$ cat src/rtl/ex_hazard_ctrl.sv
// EX-stage hazard controller: tracks EX/MEM/WB destinations, drives the destination mux select,
// the ALU operand forwarding selects, and the load-use stall.
// Latency: stage registers advance every cycle; fwd_* and stall are combinational from flops and ID fields.
// Backpressure: a load-use stall holds PC and IF/ID for one cycle while a bubble enters EX; no stage ever holds.
//
// Ports:
//   clk, rst                                   rising-edge clock, asynchronous active-high reset
//   id_valid, id_rs, id_rt, id_rd              ID instruction and its register fields
//   id_reg_dst, id_reg_write, id_mem_read      ID control bits (rt/rd select, regfile write, load)
//   flush                                      kill the ID instruction (taken branch/jump)
//   ex_dst_sel, ex_wreg                        registered EX destination select and resolved destination
//   fwd_a, fwd_b                               operand sources: 00 regfile, 10 EX/MEM, 01 MEM/WB
//   stall                                      hold PC and IF/ID this cycle
module ex_hazard_ctrl #(
    parameter int REG_W = 5
) (
    input  logic             clk,
    input  logic             rst,
    input  logic             id_valid,
    input  logic [REG_W-1:0] id_rs,
    input  logic [REG_W-1:0] id_rt,
    input  logic [REG_W-1:0] id_rd,
    input  logic             id_reg_dst,
    input  logic             id_reg_write,
    input  logic             id_mem_read,
    input  logic             flush,
    output logic             ex_dst_sel,
    output logic [REG_W-1:0] ex_wreg,
    output logic [1:0]       fwd_a,
    output logic [1:0]       fwd_b,
    output logic             stall
);

    // EX stage state (ex_dst_sel and ex_wreg are the output flops themselves)
    logic             ex_valid;
    logic             ex_reg_write;
    logic             ex_mem_read;
    logic [REG_W-1:0] ex_rs;
    logic [REG_W-1:0] ex_rt;

    // MEM and WB stage state
    logic [REG_W-1:0] mem_wreg;
    logic             mem_reg_write;
    logic [REG_W-1:0] wb_wreg;
    logic             wb_reg_write;

    logic             bubble;

    // Load-use check is conservative: rt is compared even if the ID instruction never reads it.
    // A flush kills the dependent instruction anyway, so it suppresses the stall.
    always_comb begin
        stall = id_valid & ~flush & ex_valid & ex_mem_read & (ex_wreg != '0) &
                ((ex_wreg == id_rs) | (ex_wreg == id_rt));
    end

    assign bubble = stall | flush | ~id_valid;

    always_ff @(posedge clk or posedge rst) begin
        if (rst) begin
            ex_valid     <= 1'b0;
            ex_reg_write <= 1'b0;
            ex_mem_read  <= 1'b0;
            ex_rs        <= '0;
            ex_rt        <= '0;
            ex_wreg      <= '0;
            ex_dst_sel   <= 1'b0;
        end else if (bubble) begin
            ex_valid     <= 1'b0;
            ex_reg_write <= 1'b0;
            ex_mem_read  <= 1'b0;
            ex_rs        <= '0;
            ex_rt        <= '0;
            ex_wreg      <= '0;
            ex_dst_sel   <= 1'b0;
        end else begin
            ex_valid     <= 1'b1;
            ex_reg_write <= id_reg_write;
            ex_mem_read  <= id_mem_read;
            ex_rs        <= id_rs;
            ex_rt        <= id_rt;
            // Resolve the destination now, matching what the EX rt/rd mux will select.
            ex_wreg      <= id_reg_dst ? id_rd : id_rt;
            ex_dst_sel   <= id_reg_dst;
        end
    end

    always_ff @(posedge clk or posedge rst) begin
        if (rst) begin
            mem_wreg      <= '0;
            mem_reg_write <= 1'b0;
            wb_wreg       <= '0;
            wb_reg_write  <= 1'b0;
        end else begin
            mem_wreg      <= ex_wreg;
            mem_reg_write <= ex_reg_write & ex_valid;
            wb_wreg       <= mem_wreg;
            wb_reg_write  <= mem_reg_write;
        end
    end

    // Forwarding: EX/MEM (newest value) wins over MEM/WB; register 0 never forwards.
    always_comb begin
        fwd_a = 2'b00;
        fwd_b = 2'b00;
        if (ex_valid) begin
            if (mem_reg_write && (mem_wreg != '0) && (mem_wreg == ex_rs))
                fwd_a = 2'b10;
            else if (wb_reg_write && (wb_wreg != '0) && (wb_wreg == ex_rs))
                fwd_a = 2'b01;

            if (mem_reg_write && (mem_wreg != '0) && (mem_wreg == ex_rt))
                fwd_b = 2'b10;
            else if (wb_reg_write && (wb_wreg != '0) && (wb_wreg == ex_rt))
                fwd_b = 2'b01;
        end
    end

endmodule

$ cat config.mk
export PLATFORM = sky130hd
export DESIGN_NAME = ex_hazard_ctrl
export DESIGN_NICKNAME = d
export VERILOG_FILES = /design/src/rtl/ex_hazard_ctrl.sv
export SDC_FILE = /design/constraint.sdc
export NUM_CORES = 1
export LEC_CHECK = 0
export ABC_AREA = 1
export BUFFER_PORTS_ARGS = -buffer_cell sky130_fd_sc_hd__buf_2
export CAP_MARGIN = 10
export CORE_MARGIN = 5
export CORE_UTILIZATION = 57
export CTS_CLUSTER_DIAMETER = 80
export DETAILED_ROUTE_END_ITERATION = 10
export PLACE_DENSITY = 0.83
export SYNTH_ARGS = -nofsm -noshare
export SYNTH_HDL_FRONTEND = slang
export SYNTH_SLANG_ARGS = --single-unit
$ cat constraint.sdc
create_clock -name clk -period 3.4 [get_ports clk]
set_input_delay 0.17 -clock clk [delete_from_list [all_inputs] [get_ports clk]]
set_output_delay 0.17 -clock clk [all_outputs]
set_load 0.02 [all_outputs]
==> impl_table.tex, run 1 <==
\begin{tabular}{lr}
\hline
Metric & Value \\
\hline
\multicolumn{2}{l}{\textbf{Run}} \\
\quad MaxCap Viol Count & 0 \\
\multicolumn{2}{l}{\textbf{Logic synthesis}} \\
\quad Number of synthesis warnings & 0 \\
\quad Simple-gate share of the synthesized area & 0.239 \\
\quad Area share of fa/ha/maj cells after synthesis & 0 \\
\quad Combinational family with the most area after synthesis & simple AND/OR/NAND/NOR gates \\
\quad Average cell area after synthesis & approximately 8.1 µm² \\
\quad Mapped Nets & between 200 and 250 \\
\quad Post-synthesis xor/xnor area fraction & 0.106 \\
\quad Flop and latch count out of synthesis & 31 \\
\quad Multiplexer area fraction after synthesis & 0 \\
\quad Number of distinct library cells after synthesis & 17 \\
\quad Sequential element share of the synthesized area & 0.519 \\
\quad Cells after Synth & 184 \\
\quad Post-synthesis compound-gate area fraction & 0.0436 \\
\quad Summed instance area of the synthesized netlist & approximately 1500 µm² \\
\multicolumn{2}{l}{\textbf{Timing}} \\
\quad Slew Viols, Final & 0 \\
\quad Peak Freq & a little under 600 MHz \\
\quad RSZ-0062 raised after global routing & no \\
\quad Worst setup slack after layout & roughly 1.7 ns \\
\quad Worst Skew & about 0.0036 ns \\
\quad Setup violation total in the final timing report & 0 \\
\quad Setup tns final & 0 ns \\
\quad Tcrit/Tclk final & 0.506 \\
\quad Relative max-transition margin & 0.757 \\
\quad Min Tclk post-route & $\sim$1.7 ns \\
\quad Worst slew pin tran & around 0.36 ns \\
\quad Final number of hold-violating endpoints & 0 \\
\multicolumn{2}{l}{\textbf{Clock network}} \\
\quad Number of buffers between clock root and the deepest sink & 2 \\
\quad Number of levels in the clock H-tree & 2 \\
\quad Insertion delay of the later-clocked pin in the worst-skew pair & about 0.32 ns \\
\quad CTS clock-pin slew for the worst setup and hold paths & around 0.09 ns \\
\quad Buffer count from post-CTS setup fixing & 0 \\
\quad Clock root cell & sky130\_fd\_sc\_hd\_\_clkbuf\_4 \\
\quad Clock sinks & 31 \\
\quad CTS tree & yes \\
\quad Number of buffers created by CTS & 5 \\
\multicolumn{2}{l}{\textbf{Detailed routing}} \\
\quad Detail Route Antenna Nets & 0 \\
\quad Count of routing violations after the opening detailed-route iteration & 39 \\
\quad Via count normalized by instance count & around 4.7 \\
\quad Total length of routed wires & a little under 3000 µm \\
\quad Post-route DRC & 0 \\
\quad Total via count after detailed routing & approximately 1200 \\
\quad Average wire per cell in the routed design & roughly 11 µm \\
\quad Length of the first detailed-routing pass in iterations & 4 \\
\multicolumn{2}{l}{\textbf{Finish}} \\
\quad Share of layout cells above drive strength 1 & 0.192 \\
\quad Final cell count without fillers & roughly 250 \\
\quad Synthesis-to-finish area growth & 19.3\% \\
\quad Number of nets in the finished design & roughly 250 \\
\quad Most common cell after layout, fill and taps aside & sky130\_fd\_sc\_hd\_\_nor2\_1 \\
\quad Number of inserted filler cells in the final layout & about 220 \\
\quad Most frequent cells in the layout & sky130\_fd\_sc\_hd\_\_nor2\_1, sky130\_fd\_sc\_hd\_\_inv\_1, sky130\_fd\_sc\_hd\_\_buf\_2 \\
\quad Multi-input gate area & about 580 µm² \\
\quad Diodes inserted & 0 \\
\quad Register area & roughly 780 µm² \\
\multicolumn{2}{l}{\textbf{Power and ir drop}} \\
\quad Total power per unit cell area & 410 nW/µm² \\
\quad IR drop worst, VDD & between 0.3 and 0.4 mV \\
\quad Leakage dissipation & 1.10 nW \\
\multicolumn{2}{l}{\textbf{Global routing}} \\
\quad Wire length of the first global-routing pass & approximately 4900 µm \\
\quad Via count of the first global-routing pass & $\sim$1200 \\
\quad Initial antenna violation count & 0 \\
\quad Pin count of the biggest net entering global routing & 32 \\
\quad Total track usage & 0.183 \\
\quad Grt total ovfl & 0 \\
\multicolumn{2}{l}{\textbf{Place}} \\
\quad Cell count after placement & 244 \\
\quad Placement-stage worst setup slack & 2.03 ns \\
\quad Placer Congestion & a little over 0.8 \\
\quad Placed wire-length estimate after detailed placement & between 2000 and 2500 µm \\
\quad Number of buffers inserted by port buffering & 32 \\
\multicolumn{2}{l}{\textbf{Worst setup path}} \\
\quad Data required time at the worst endpoint & roughly 3.2 ns \\
\quad Type of the worst setup path & register to primary output \\
\quad Type of element launching the critical path & register \\
\quad Largest driver fanout on the critical path & 5 \\
\quad Critical path endpoint category & primary output \\
\quad Data arrival at the endpoint of the critical path & 1.55 ns \\
\quad Internal reg-to-reg setup slack & 1.99 ns \\
\multicolumn{2}{l}{\textbf{Floorplanning}} \\
\quad Top-level port count & 33 \\
\quad Effective utilization at floorplan & 0.598 \\
\quad Die ar. & approximately 3700 µm² \\
\quad Chip height & slightly above 60 µm \\
\quad Floorplan core area & between 2000 and 2500 µm² \\
\quad Count of standard-cell rows & 18 \\
\quad Die X & 61.2 µm \\
\multicolumn{2}{l}{\textbf{Status}} \\
\quad Outcome & finished, final reports clean \\
\multicolumn{2}{l}{\textbf{Min path}} \\
\quad Min-Delay Path Class & input port to register \\
\hline
\end{tabular}
## critical path: stages (launching register included)
cell and delay (ns):
sky130_fd_sc_hd__dfrtp_1 0.43, sky130_fd_sc_hd__inv_1 0.10, sky130_fd_sc_hd__nand2_1 0.07, sky130_fd_sc_hd__nand2_1 0.04, sky130_fd_sc_hd__nor2_1 0.12, sky130_fd_sc_hd__nand3_1 0.08
sky130_fd_sc_hd__nand2_1 0.08, sky130_fd_sc_hd__nand2_2 0.09, sky130_fd_sc_hd__inv_1 0.06, sky130_fd_sc_hd__buf_2 0.15
## sequential cells by signal, summed over array words and instances, names as in the netlist
name,count
ex_wreg,5
ex_rs,5
ex_dst_sel,1
ex_rt,5
ex_mem_read,1
wb_wreg,5
ex_reg_write,1
mem_wreg,5
wb_reg_write,1
mem_reg_write,1
ex_valid,1
## report_power, final
part | switching, W | total (W) | leakage, nW | internal, W
registers | 0.0000155 | 0.000398 | 0.418 | 0.000383
clock network | 0.000117 | 0.000238 | 0.0386 | 0.000122
logic | 0.0000536 | 0.0000944 | 0.643 | 0.0000408
total | 0.000186 | 0.000731 | 1.10 | 0.000545
## cell type report
class	count	share of cell area
Clock buffer	8	0.0386
Inverter	33	0.0695
Multi-Input combinational cell	118	0.325
Sequential cell	31	0.435
Tap cell	30	0.0211
Timing Repair Buffer	34	0.111
## cell families after synthesis
kind of cell    count (synthesis)
simple gates                   87
buf+inv                        35
flops                          31
xor+xnor                       18
compound gates                 13
## per-layer routing
metal / share of wire / vias to the layer above / track usage
met5: 0 / - / 0
met4: 0.0072 / 0 / 0.0526
met3: 0.053 / 2 / 0.0692
met2: 0.52 / 25 / 0.323
met1: 0.42 / 543 / 0.206
li1: - / 625 / -
## Yosys cell counts
cell	n	area share
sky130_fd_sc_hd__a21oi_1	7	0.023
sky130_fd_sc_hd__o21ai_0	6	0.020
sky130_fd_sc_hd__nand2_4	1	0.0075
sky130_fd_sc_hd__xnor2_1	8	0.047
sky130_fd_sc_hd__clkbuf_1	1	0.0025
sky130_fd_sc_hd__buf_6	1	0.0075
sky130_fd_sc_hd__nand2_2	1	0.0042
sky130_fd_sc_hd__nor2_2	1	0.0042
sky130_fd_sc_hd__xor2_1	10	0.059
sky130_fd_sc_hd__nor2b_1	1	0.0042
sky130_fd_sc_hd__dfrtp_1	31	0.52
sky130_fd_sc_hd__nand3_1	6	0.020
sky130_fd_sc_hd__inv_1	33	0.083
sky130_fd_sc_hd__nor2_1	43	0.11
sky130_fd_sc_hd__nand2_1	30	0.075
sky130_fd_sc_hd__nor3_1	2	0.0067
sky130_fd_sc_hd__nand4_1	2	0.0084
## through the flow
stage / hold WS [ns] / total power (W) / utilization / cell area, µm²
final: 0.0396 / 0.000731 / 0.713 / 1780
after floorplan: 0.274 / 0.000464 / - / 1490
after detailed placement: 0.373 / 0.000496 / 0.671 / 1680
after CTS: 0.0207 / 0.000735 / 0.698 / 1750
after global placement: 0.376 / 0.000493 / 0.671 / 1680
after global routing: 0.0389 / 0.000772 / 0.713 / 1780
## worst paths after layout
| kind | endpoint | cells past startpoint | startpoint |
|---|---|---|---|
| setup / recovery | stall | 9 | ex_wreg[4] |
| hold / removal | ex_reg_write | 3 | id_reg_write |
| setup reg to reg | ex_rt[2] | 9 | ex_wreg[4] |
| hold reg to reg | wb_reg_write | 0 | mem_reg_write |
| max in group asynchronous | wb_wreg[2] | 4 | rst |
| min in group asynchronous | wb_reg_write | 3 | rst |
## timing repair
| action | in CTS | in global routing |
|---|---|---|
| endpoints found under the hold margin | 0 | 6 |
| gates resized for setup | 0 | 0 |
| hold buffers | 0 | 1 |
Power figures use the tool's default switching activity.
==> inputs of run 2 (changes only) <==
Settings changed: CORE_UTILIZATION 57 to 53, PLACE_DENSITY 0.83 to 0.78.
Clock period 3.4 ns to 1.8 ns, I/O delays scaled along.
==> run 2 against run 1 <==
Net effect:
- setup slack got worse by 1.5 ns
- highest routed layer unchanged
- worst hold slack got worse by 0.023 ns
- clock power grew 140%
- critical endpoint is now fwd_b[0]
- total power is 100% higher
- clock-buffer cell count down 2
- register-to-register slack got worse by 1.5 ns
- cell count rose by 3.1%
- routed wire length down 0.86%
==> impl_table.tex, run 2 (synthesis results as in run 1) <==
\begin{tabular}{lr}
\hline
Metric & Value \\
\hline
\multicolumn{2}{l}{\textbf{Finish}} \\
\quad Synthesis-to-finish area growth & 24.8\% \\
\quad Final cell count without fillers & 262 \\
\quad Share of layout cells above drive strength 1 & 0.199 \\
\quad Most frequent cells in the layout & sky130\_fd\_sc\_hd\_\_nor2\_1, sky130\_fd\_sc\_hd\_\_inv\_1, sky130\_fd\_sc\_hd\_\_dfrtp\_1 \\
\quad Most common cell after layout, fill and taps aside & sky130\_fd\_sc\_hd\_\_nor2\_1 \\
\quad Number of nets in the finished design & approximately 250 \\
\quad Diodes inserted & 0 \\
\multicolumn{2}{l}{\textbf{Floorplanning}} \\
\quad Effective utilization at floorplan & 0.546 \\
\quad Die X & between 60 and 70 µm \\
\quad Die ar. & 3980 µm² \\
\quad Top-level port count & 33 \\
\quad Floorplan core area & approximately 2700 µm² \\
\quad Count of standard-cell rows & 19 \\
\quad Chip height & between 60 and 70 µm \\
\multicolumn{2}{l}{\textbf{Timing}} \\
\quad Setup violation total in the final timing report & 0 \\
\quad Final number of hold-violating endpoints & 0 \\
\quad RSZ-0062 raised after global routing & no \\
\quad Worst Skew & between 0.003 and 0.004 ns \\
\quad Relative max-transition margin & 0.755 \\
\quad Tcrit/Tclk final & 0.916 \\
\quad Setup tns final & 0 ns \\
\quad Peak Freq & approximately 610 MHz \\
\quad Worst slew pin tran & between 0.3 and 0.4 ns \\
\quad Min Tclk post-route & roughly 1.6 ns \\
\quad Slew Viols, Final & 0 \\
\multicolumn{2}{l}{\textbf{Place}} \\
\quad Placed wire-length estimate after detailed placement & about 2100 µm \\
\quad Cell count after placement & roughly 250 \\
\quad Number of buffers inserted by port buffering & 32 \\
\quad Placer Congestion & just under 0.9 \\
\multicolumn{2}{l}{\textbf{Power and ir drop}} \\
\quad Comb power frac & 0.124 \\
\quad Switching share of power & 0.242 \\
\quad Power dissipated by switching net loads & roughly 0.00036 W \\
\quad Leakage dissipation & 1.13 nW \\
\quad Relative contribution of the clock network to total power & 0.374 \\
\quad IR drop worst, VDD & 0.857 mV \\
\quad Reg power frac & 0.502 \\
\quad Tot Pwr & 0.00150 W \\
\quad Total power per unit cell area & between 800 and 900 nW/µm² \\
\quad P\_int & $\sim$0.0011 W \\
\multicolumn{2}{l}{\textbf{Clock network}} \\
\quad Clock sinks & 31 \\
\quad CTS clock-pin slew for the worst setup and hold paths & around 0.09 ns \\
\quad CTS tree & yes \\
\quad Buffer count from post-CTS setup fixing & 0 \\
\quad Number of buffers created by CTS & 5 \\
\quad Clock root cell & sky130\_fd\_sc\_hd\_\_clkbuf\_4 \\
\quad Insertion delay of the later-clocked pin in the worst-skew pair & about 0.33 ns \\
\quad Number of buffers between clock root and the deepest sink & 2 \\
\quad Number of levels in the clock H-tree & 2 \\
\multicolumn{2}{l}{\textbf{Worst setup path}} \\
\quad Critical path endpoint category & primary output \\
\quad Largest driver fanout on the critical path & 4 \\
\quad Type of element launching the critical path & register \\
\quad Data arrival at the endpoint of the critical path & between 1.5 and 2 ns \\
\quad Type of the worst setup path & register to primary output \\
\quad Data required time at the worst endpoint & 1.71 ns \\
\multicolumn{2}{l}{\textbf{Detailed routing}} \\
\quad Detail Route Antenna Nets & 0 \\
\quad Length of the first detailed-routing pass in iterations & 4 \\
\quad Via count normalized by instance count & approximately 4.7 \\
\quad Total length of routed wires & $\sim$2900 µm \\
\quad Count of routing violations after the opening detailed-route iteration & 33 \\
\quad Post-route DRC & 0 \\
\quad Total via count after detailed routing & approximately 1200 \\
\quad Average wire per cell in the routed design & 11.0 µm \\
\multicolumn{2}{l}{\textbf{Global routing}} \\
\quad Pin count of the biggest net entering global routing & 32 \\
\quad Grt total ovfl & 0 \\
\quad Wire length of the first global-routing pass & approximately 4900 µm \\
\quad Initial antenna violation count & 0 \\
\quad Via count of the first global-routing pass & $\sim$1100 \\
\quad Total track usage & 0.158 \\
\multicolumn{2}{l}{\textbf{Status}} \\
\quad Outcome & finished, final reports clean \\
\multicolumn{2}{l}{\textbf{Run}} \\
\quad MaxCap Viol Count & 0 \\
\multicolumn{2}{l}{\textbf{Min path}} \\
\quad Min-Delay Path Class & input port to register \\
\hline
\end{tabular}
## run 2: power by group through the flow
stage	Clock (W)	Sequential, W	Combinational (W)
3_3_place_gp	0	0.000765	0.000168
6_report	0.000561	0.000751	0.000185
3_5_place_dp	0	0.000765	0.000171
5_1_grt	0.000607	0.000756	0.000212
2_1_floorplan	0	0.000766	0.000111
4_1_cts	0.000575	0.000751	0.000185
## run 2: what timing repair did
action,CTS,global route
endpoints found under the hold margin,38,0
setup endpoints to repair,0,2
gates resized for setup,0,4
hold buffers,8,0
## run 2: per-layer routing
metal	global-route usage	share of wire	up-vias
li1	-	-	635
met1	0.190	0.43	557
met2	0.253	0.49	33
met3	0.0497	0.056	8
met4	0.0796	0.022	0
met5	0	0	-
## run 2: worst paths after layout
check | from | to | slack (ns) | cells past startpoint
worst min register to register | mem_reg_write | wb_reg_write | 0.38 | 0
worst max register to register | ex_wreg[4] | ex_rt[3] | 0.46 | 9
max in group asynchronous | rst | ex_wreg[4] | 1.17 | 4
worst min-delay path | id_rd[0] | ex_wreg[0] | 0.02 | 3
min in group asynchronous | rst | wb_wreg[0] | 0.36 | 4
worst max-delay path | mem_wreg[0] | fwd_b[0] | 0.15 | 8
## run 2: final cells by class
cell class | instances | area [µm²]
tap | 31 | 38.8
timing repair buffer | 41 | 253
inverter | 33 | 124
fill | 224 | 870
sequential | 31 | 776
multi-input combinational | 118 | 587
clock buffer | 6 | 51.3
clock inverter | 2 | 35.0
## run 2: per-stage QoR
stage,worst slack (ns),instance area [µm²],hold slack (ns),utilization
6_report,0.151,1860,0.0161,0.682
5_1_grt,0.000371,1860,0.0157,0.682
4_1_cts,0.0989,1850,0.000513,0.677
3_5_place_dp,0.470,1690,0.185,0.616
3_3_place_gp,0.479,1690,0.177,0.616
2_1_floorplan,0.449,1490,0.194,-
## run 2: worst max-delay path, stage by stage (launching register included)
cell                      delay [ns]
sky130_fd_sc_hd__dfrtp_1        0.44
sky130_fd_sc_hd__nor2_1         0.12
sky130_fd_sc_hd__nand2_1        0.06
sky130_fd_sc_hd__o21ai_0        0.14
sky130_fd_sc_hd__inv_1          0.07
sky130_fd_sc_hd__nand3_1        0.11
sky130_fd_sc_hd__inv_1          0.05
sky130_fd_sc_hd__nor2_1         0.09
sky130_fd_sc_hd__buf_4          0.14
